[config.mk]
export PLATFORM = sky130hd
export DESIGN_NAME = control_sequencer
export DESIGN_NICKNAME = d
export VERILOG_FILES = /design/src/rtl/control_sequencer.sv
export SDC_FILE = /design/constraint.sdc
export NUM_CORES = 1
export LEC_CHECK = 0
export ABC_AREA = 1
export CAP_MARGIN = 20
export CORE_MARGIN = 2
export CORE_UTILIZATION = 36
export DETAILED_ROUTE_END_ITERATION = 8
export PLACE_DENSITY = 0.78
export SYNTH_ARGS = -nofsm -noshare
export SYNTH_HDL_FRONTEND = slang
export SYNTH_SLANG_ARGS = --single-unit
[constraint.sdc]
create_clock -name i_clk -period 1.71 [get_ports i_clk]
set_input_delay 0.342 -clock i_clk [delete_from_list [all_inputs] [get_ports i_clk]]
set_output_delay 0.342 -clock i_clk [all_outputs]
set_load 0.03 [all_outputs]
[src/rtl/control_sequencer.sv]
// rtl/control_sequencer.sv - microcoded control sequencer for the 8-bit bus CPU
module control_sequencer #(
    parameter bit HALT_ON_ILLEGAL = 1'b0
) (
    input  logic        i_clk,
    input  logic        i_rst,
    input  logic [7:0]  i_instr,
    input  logic        i_flag_c,
    input  logic        i_flag_z,
    input  logic        i_run,
    input  logic        i_step_mode,
    input  logic        i_step_pulse,
    output logic [15:0] o_ctrl,
    output logic [2:0]  o_step,
    output logic        o_last,
    output logic        o_halted,
    output logic        o_illegal
);

    // Control word bit assignments
    localparam logic [15:0] C_AI = 16'h0001;
    localparam logic [15:0] C_AO = 16'h0002;
    localparam logic [15:0] C_BI = 16'h0004;
    localparam logic [15:0] C_II = 16'h0010;
    localparam logic [15:0] C_IO = 16'h0020;
    localparam logic [15:0] C_OI = 16'h0040;
    localparam logic [15:0] C_MI = 16'h0080;
    localparam logic [15:0] C_RI = 16'h0100;
    localparam logic [15:0] C_RO = 16'h0200;
    localparam logic [15:0] C_J  = 16'h0400;
    localparam logic [15:0] C_CO = 16'h0800;
    localparam logic [15:0] C_CE = 16'h1000;
    localparam logic [15:0] C_EO = 16'h2000;
    localparam logic [15:0] C_SU = 16'h4000;
    localparam logic [15:0] C_FI = 16'h8000;

    localparam logic [3:0] OP_NOP = 4'h0;
    localparam logic [3:0] OP_LDA = 4'h1;
    localparam logic [3:0] OP_ADD = 4'h2;
    localparam logic [3:0] OP_SUB = 4'h3;
    localparam logic [3:0] OP_STA = 4'h4;
    localparam logic [3:0] OP_LDI = 4'h5;
    localparam logic [3:0] OP_JMP = 4'h6;
    localparam logic [3:0] OP_JC  = 4'h7;
    localparam logic [3:0] OP_JZ  = 4'h8;
    localparam logic [3:0] OP_OUT = 4'hE;
    localparam logic [3:0] OP_HLT = 4'hF;

    typedef enum logic [2:0] {
        T0 = 3'd0,
        T1 = 3'd1,
        T2 = 3'd2,
        T3 = 3'd3,
        T4 = 3'd4
    } step_t;

    step_t       step;
    logic        halted;
    logic        step_pulse_q;

    logic [3:0]  opcode;
    logic        adv;
    logic [15:0] ctrl_word;
    logic        last_word;
    logic        undefined_op;
    logic        halt_req;
    logic        unused_operand;

    assign opcode         = i_instr[7:4];
    assign unused_operand = ^i_instr[3:0];

    // Advance qualifier: run enabled, not halted, and either free-running or a fresh step edge
    assign adv = ~i_rst & i_run & ~halted
               & (~i_step_mode | (i_step_pulse & ~step_pulse_q));

    // Microcode ROM: decode opcode, step and flags into the raw control word
    always_comb begin
        ctrl_word    = '0;
        last_word    = 1'b0;
        undefined_op = 1'b0;
        case (step)
            T0: ctrl_word = C_CO | C_MI;
            T1: ctrl_word = C_RO | C_II | C_CE;
            T2: begin
                case (opcode)
                    OP_NOP: last_word = 1'b1;
                    OP_LDA: ctrl_word = C_IO | C_MI;
                    OP_ADD: ctrl_word = C_IO | C_MI;
                    OP_SUB: ctrl_word = C_IO | C_MI;
                    OP_STA: ctrl_word = C_IO | C_MI;
                    OP_LDI: begin
                        ctrl_word = C_IO | C_AI;
                        last_word = 1'b1;
                    end
                    OP_JMP: begin
                        ctrl_word = C_IO | C_J;
                        last_word = 1'b1;
                    end
                    OP_JC: begin
                        ctrl_word = i_flag_c ? (C_IO | C_J) : 16'h0000;
                        last_word = 1'b1;
                    end
                    OP_JZ: begin
                        ctrl_word = i_flag_z ? (C_IO | C_J) : 16'h0000;
                        last_word = 1'b1;
                    end
                    OP_OUT: begin
                        ctrl_word = C_AO | C_OI;
                        last_word = 1'b1;
                    end
                    OP_HLT: last_word = 1'b1;
                    default: begin
                        undefined_op = 1'b1;
                        last_word    = 1'b1;
                    end
                endcase
            end
            T3: begin
                case (opcode)
                    OP_LDA: begin
                        ctrl_word = C_RO | C_AI;
                        last_word = 1'b1;
                    end
                    OP_ADD: ctrl_word = C_RO | C_BI;
                    OP_SUB: ctrl_word = C_RO | C_BI;
                    OP_STA: begin
                        ctrl_word = C_AO | C_RI;
                        last_word = 1'b1;
                    end
                    default: last_word = 1'b1;
                endcase
            end
            T4: begin
                last_word = 1'b1;
                case (opcode)
                    OP_ADD:  ctrl_word = C_EO | C_AI | C_FI;
                    OP_SUB:  ctrl_word = C_EO | C_SU | C_AI | C_FI;
                    default: ctrl_word = '0;
                endcase
            end
            default: last_word = 1'b1;
        endcase
    end

    // Halt is requested by HLT at T2, or by an undefined opcode when configured to trap
    assign halt_req = (step == T2)
                    & ((opcode == OP_HLT) | (undefined_op & HALT_ON_ILLEGAL));

    // A stalled step presents an all-zero word so no load or CE repeats
    assign o_ctrl    = adv ? ctrl_word : 16'h0000;
    assign o_last    = adv & last_word;
    assign o_illegal = adv & undefined_op;
    assign o_step    = step;
    assign o_halted  = halted;

    // Step counter, halt latch and step-pulse edge history
    always_ff @(posedge i_clk) begin
        if (i_rst) begin
            step         <= T0;
            halted       <= 1'b0;
            step_pulse_q <= 1'b0;
        end else begin
            step_pulse_q <= i_step_pulse;
            if (adv) begin
                step <= last_word ? T0 : step_t'(step + 3'd1);
                if (halt_req) begin
                    halted <= 1'b1;
                end
            end
        end
    end

endmodule

# After elaboration in Yosys (flattened, before gate mapping)
# Index checks and enable logic that the tools add are counted.
totals:
  ff_bits: 5
  rom_bits: 0
  latchBits: 0
  ramBits: 0
  out_inout_bits: 22
  n_memories: 0
classes:
  bitwise_logic: 12
  reduce_logical: 7
  div_mod_pow: 0
  n_addsub: 1
  n_shift: 0
  n_mul: 0
  n_lt_le_gt_ge: 0
  muxes: 13
  n_eq_ne: 14
op_table:
  columns: ["cell", "count"]
  rows:
  - ["$pmux 16 s5", 1]
  - ["$pmux 11 s6", 1]
  - ["$pmux 16 s2", 1]
  - ["$pmux 10 s3", 1]
  - ["$mux 11", 2]
  - ["$eq 4x3->1 const B", 4]
  - ["$mux 16", 1]
  - ["$eq 4x4->1 const B", 3]
  - ["$reduce_or 11->1", 1]
  - ["$eq 4x2->1 const B", 2]
  - ["$and 1x1->1", 7]
  - ["$eq 3x2->1 const B", 2]
  - ["$eq 4x1->1 const B", 1]
  - ["$logic_not 4->1", 1]
  - ["$mux 1", 4]
  - ["$not 1->1", 4]
  - ["$reduce_or 2->1", 2]
  - ["$reduce_or 4->1", 1]
  - ["$add 3x1->3 const B", 1]
  - ["$eq 3x1->1 const B", 1]
  - ["$eq 3x3->1 const B", 1]
  - ["$logic_not 3->1", 1]
  - ["$mux 3", 1]
  - ["$pmux 1 s3", 1]
  - ["2 further kinds", 2]

# Logic depth before layout (Yosys ltp)
depth:
  depth_word: 5
  depth_mapped: 8

# Worst setup path after synthesis
# Ideal clock, no wire load.
synth_path:
  kind: "reg-to-output"
  from: "register step[0], in the netlist o_step[0]"
  to: "output o_ctrl[1]"
  path_buffers: 0
  path_stages_with_launch: 7
  path_slack_ps: -519
  required_time_ps: 1368
  t_arrival_ps: 1887
  path_cell_list: "dfxtp_1 -> ha_1 -> ha_1 -> inv_1 -> nor3_2 -> inv_1 -> o21ai_1"
synth_between:
  elab_chain_cells: 3
  word_cells_on_any_way: 7
  classes_between: "eq/ne (4); mux (2); reduce/logical (1)"
synth_lines:
  columns: ["element", "line", "rtl"]
  rows:
  - ["start: declaration", "57", "step_t step;"]
  - ["start signal: assignment", "165", "step <= last_word ? T0 : step_t'(step + 3'd1);"]
  - ["$eq 3x3->1 (tied with other cells)", "81", "case (step)"]
  - ["$pmux 16 s5 *", "81", null]
  - ["$mux 16 *", "150", "assign o_ctrl = adv ? ctrl_word : 16'h0000;"]
  - ["end: declaration", "13", "output logic [15:0] o_ctrl,"]
# Every way passes the cells marked *; elsewhere a longest branch is shown, timed or not.

# Worst setup path after layout
layout_path:
  from: "register step[1], in the netlist o_step[1]"
  to: "output o_last"
layout_between:
  elab_chain_cells: 4
  word_cells_on_any_way: 7
  classes_between: "eq/ne (3); mux (1); bitwise (1); reduce/logical (2)"
layout_lines:
  columns: ["element", "line", "rtl"]
  rows:
  - ["$eq 3x1->1 or $logic_not 3->1 (tied branches)", "81", null]
  - ["$reduce_or 2->1 (no line)", null, null]
  - ["$pmux 1 s3 *", "81", null]
  - ["$and 1x1->1 *", "151", "assign o_last = adv & last_word;"]
  - ["end: declaration", "15", "output logic o_last,"]
# Marks and branches as above.

==> results <==
- The flow ran to the end, but the final reports show violations.
- The final reports fail on negative setup slack.
- The first-pass GRT wire length is 3.92 mm.
- Counting flops with a built-in enable in the synthesized netlist gives 0.
- The shortest clock period the worst path allows after layout is 1780 ps.
- The number of global-route vias before repair is 946.
- The worst hold path begins at i_rst.
- The number of buffers and inverters on the critical path is 2.
- The remaining global-route overflow is 0.
- The remaining antenna violation count is 0.
- The first-pass iteration count of the detailed router is 4.
- By count the netlist is led by sky130_fd_sc_hd__nand2_1 (26), sky130_fd_sc_hd__inv_1 (18), sky130_fd_sc_hd__nor2_1 (11), sky130_fd_sc_hd__nand3_1 (8), sky130_fd_sc_hd__a21oi_1 (7).
- The worst-case register-to-register setup slack is 400 ps.
- The critical path start-end classification is flop to output port.
- The number of standard-cell rows in the floorplan is 14.
- Entering global routing, the biggest net connects 9 pins.
- The maximum resistive drop on vdd is 0.000496 V.
- The placeable core area is 1540 um2.
- The cell count after synthesis came out at 104.
- A synthesized cell averages 5.87 um2.
- Traced cell by cell, the critical path runs through ha_4, ha_4, a21oi_2, nand2_1, nand2_2, inv_2, buf_6.
- The start of the worst register-to-register path is o_step[1].
- The final layout contains routed wiring with a total length of 2.78 mm.
- The endpoint of the most critical register-to-register path is o_step[0].
- The net count of the mapped netlist is 124.
- The number of setup violations in the final report is 7.
- The share of the yosys chip area belonging to registers is 16.4%.
- Summing every instance area after synthesis gives 611 um2.
- The fill cell instance count of the final layout is 65.
- The total clock buffers created by CTS is 3.
- Setup repair after global routing could not meet its margin everywhere.
- The quantity of I/O buffers inserted on ports is 31.
- The synthesized netlist devotes 10.2% of its cell area to adder and majority cells.
- Counting flops and latches in the post-synthesis netlist gives 5.
- Clock-pin slew was measured on the worst setup and hold paths at 40 ps.
- The count of distinct cell types in the synthesized netlist is 22.
- Summing the areas of all and, or, nand and nor instances in the mapped netlist gives 45.9% of the synthesized area.
- In the synthesized netlist the dominant register cell turns out to be sky130_fd_sc_hd__dfxtp_1.
- Once the floorplan was initialized, standard cells occupied 39.6% of the core.
- Measured along the y axis, the die boundary spans 45.2 um.
- For the worst flop-to-flop path, the logic depth is 6.
- In this run the horizontal extent of the chip is 45.2 um.
- The worst min-delay path category is primary input to flop.
- Among the stages of the critical path, the cell type that occurs most often is sky130_fd_sc_hd__ha_4.
- The count of inserted antenna diode cells is 0.
- In this run the static leakage power is 0.740 nW.
- The cell type group with the largest total delay on the critical path is flip-flops.
- At the end of the flow, the number of nets in the layout was 193.
- Data on the critical path arrives at its endpoint at 1440 ps.
- The synthesized netlist devotes 0% of its cell area to XOR and XNOR gates.
- Sorting the synthesized cells by area gives the leading types as sky130_fd_sc_hd__dfxtp_1 (16%), sky130_fd_sc_hd__nand2_1 (16%), sky130_fd_sc_hd__inv_1 (11%).
- The post-route netlist has 65.1% of its cells at a drive strength greater than 1.
- The data required time of the critical path is 1370 ps.
- The deepest level of the CTS H-tree is 1.
- Total power for the finished layout comes to 0.542 mW.
- Compared with the post-synthesis result, the final layout area differs by 131%.
- Derived from the worst setup path, the maximum achievable clock frequency is 562 MHz.
- The sort of element at the end of the critical path is an output port.
- TritonCTS built the clock tree.
- The die area is 2040 um2.
- In the final routed layout, each cell accounts on average for 14.8 um.
- The category of the worst setup path launch point is a flop.
- On the final layout, the worst hold slack is 382 ps.
- The worst hold path was traced through 3 stages.
- Between clock sinks in the finished design, the worst skew comes to 5.42 ps.
- The portion of synthesized area spent on multiplexers is 0%.
- The setup slack of the critical path after layout is -69.5 ps.
- At the end of routability-driven placement, the weighted congestion stood at 0.841.
- For hold timing, the worst endpoint is o_halted.
- Across the run, the number of max-cap violations was 0.
- For this design, the slowest cell found on the critical path is sky130_fd_sc_hd__dfxtp_4.
- The starting DRC count in detailed routing is 8.
- The number of warning messages in the yosys log is 0.
- The initial antenna violation count is 0.
- In the routed design, unresolved DRC markers number 0.
- In this run the biggest area consumer among cell types represents 16.4% of the synthesized area.
- The clock passes through at most 2 buffers.
- The maximum fanout along the worst path is 4.
- The clock root buffer is sky130_fd_sc_hd__clkbuf_4.
- After synthesis, the share of flip-flops with an asynchronous set or reset is 0%.
- Detailed placement finished with a half-perimeter wire length of 1.56 mm.
- The number of hold violations in the final report is 0.
- The fraction of the cycle the final worst path needs is 104%.
- The ratio of total power to cell area is 384 nW/um2.
- 37 I/O pins were placed.
- The main combinational cell family by area after synthesis is simple AND/OR/NAND/NOR gates.
- In the routed layout, each cell is associated on average with a via count of 5.17.
- Summing the areas of all compound-gate instances in the mapped netlist gives 9.63% of the synthesized area.
- The insertion delay to the later sink of the worst-skew pair is 250 ps.
- The clock sink total is 5.
- The final-report max-slew violation count came to 0.
- The biggest area consumer among synthesized cells is sky130_fd_sc_hd__dfxtp_1.
- The global-route total usage across every layer is 26.2%.
- The most common cell in the synthesized netlist is sky130_fd_sc_hd__nand2_1.
- The critical path's largest stage delay is 370 ps.
- The total number of vias is 972.
metal layers:
metal  global-route usage [%]  share of wire, %
met5                        0                 0
met4                     15.9               4.3
met3                     3.20               3.5
met2                     52.6                56
met1                     24.3                36
cells in the final DEF (no fill, tap or decap), drive strengths merged:
cell type and instances:
nand2 30, conb 1, dfxtp 5, o211ai 1, nand3 8, nor3 5
a31oi 1, clkdlybuf4s50 3, buf 56, nand4 2, dlygate4sd2 4, inv 19
nor2 14, clkbuf 7, o21ai 2, dlymetal6s2s 1, clkdlybuf4s15 1, a21oi 7
ha 5
worst max path at each step:
stage	cells past startpoint	slack, ps	startpoint	end
6_report	7	-70	o_step[1]	o_last
5_1_grt	9	-130	step_pulse_q	o_ctrl[1]
4_1_cts	5	-80	o_step[0]	o_ctrl[0]
3_5_place_dp	9	-350	i_instr[5]	o_ctrl[5]
3_3_place_gp	7	-310	i_instr[5]	o_illegal
2_1_floorplan	6	-140	o_step[0]	o_ctrl[1]
final cells by class:
cell class                 count  area, um2  area share, %
clock buffer                   4       26.3           1.86
inverter                      19       76.3           5.41
multi-input combinational     76        594           42.1
sequential                     5        108           7.63
tap                           16       20.0           1.42
timing repair buffer          68        586           41.5
cells by family (layout without fill, tap and decap cells):
| logic type | Yosys count | after routing |
|---|---|---|
| and+or+nand+nor | 59 | 59 |
| other | 1 | 1 |
| DFF | 5 | 5 |
| adders and majority gates | 5 | 5 |
| AOI/OAI and AO/OA | 11 | 11 |
| buffers and inverters | 23 | 91 |
report_power, final:
group          internal [mW]  switching [mW]
logic                  0.123           0.150
clock network         0.0883          0.0495
registers              0.123         0.00900
total                  0.334           0.208
sequential cells by signal, indices dropped and copies added (netlist names):
register      flops
o_step            3
step_pulse_q      1
o_halted          1
tightest hold or removal path: stages:
cell and delay, ps:
sky130_fd_sc_hd__buf_2 100, sky130_fd_sc_hd__buf_4 100, sky130_fd_sc_hd__nor2_1 30
what timing repair did:
action | 4_1_cts | 5_1_grt
hold endpoints to repair | 0 | 0
setup buffers | 7 | 4
resized for setup | 62 | 27
hold buffers | 0 | 0
pin swaps | 15 | 17
endpoints found under the setup margin | 18 | 17
stage by stage:
stage          util [%]  cells  TNS (ps)  instance area, um2  worst slack, ps
2_1_floorplan         -    104      -135                 672             -135
3_3_place_gp       72.7    173     -4210                1120             -306
3_5_place_dp       72.7    173     -4670                1120             -350
4_1_cts            86.6    184      -377                1340            -83.7
5_1_grt            91.5    188      -966                1410             -134
6_report           91.5    188      -291                1410            -69.5
Note: power is estimated with default switching activity, not from simulation.
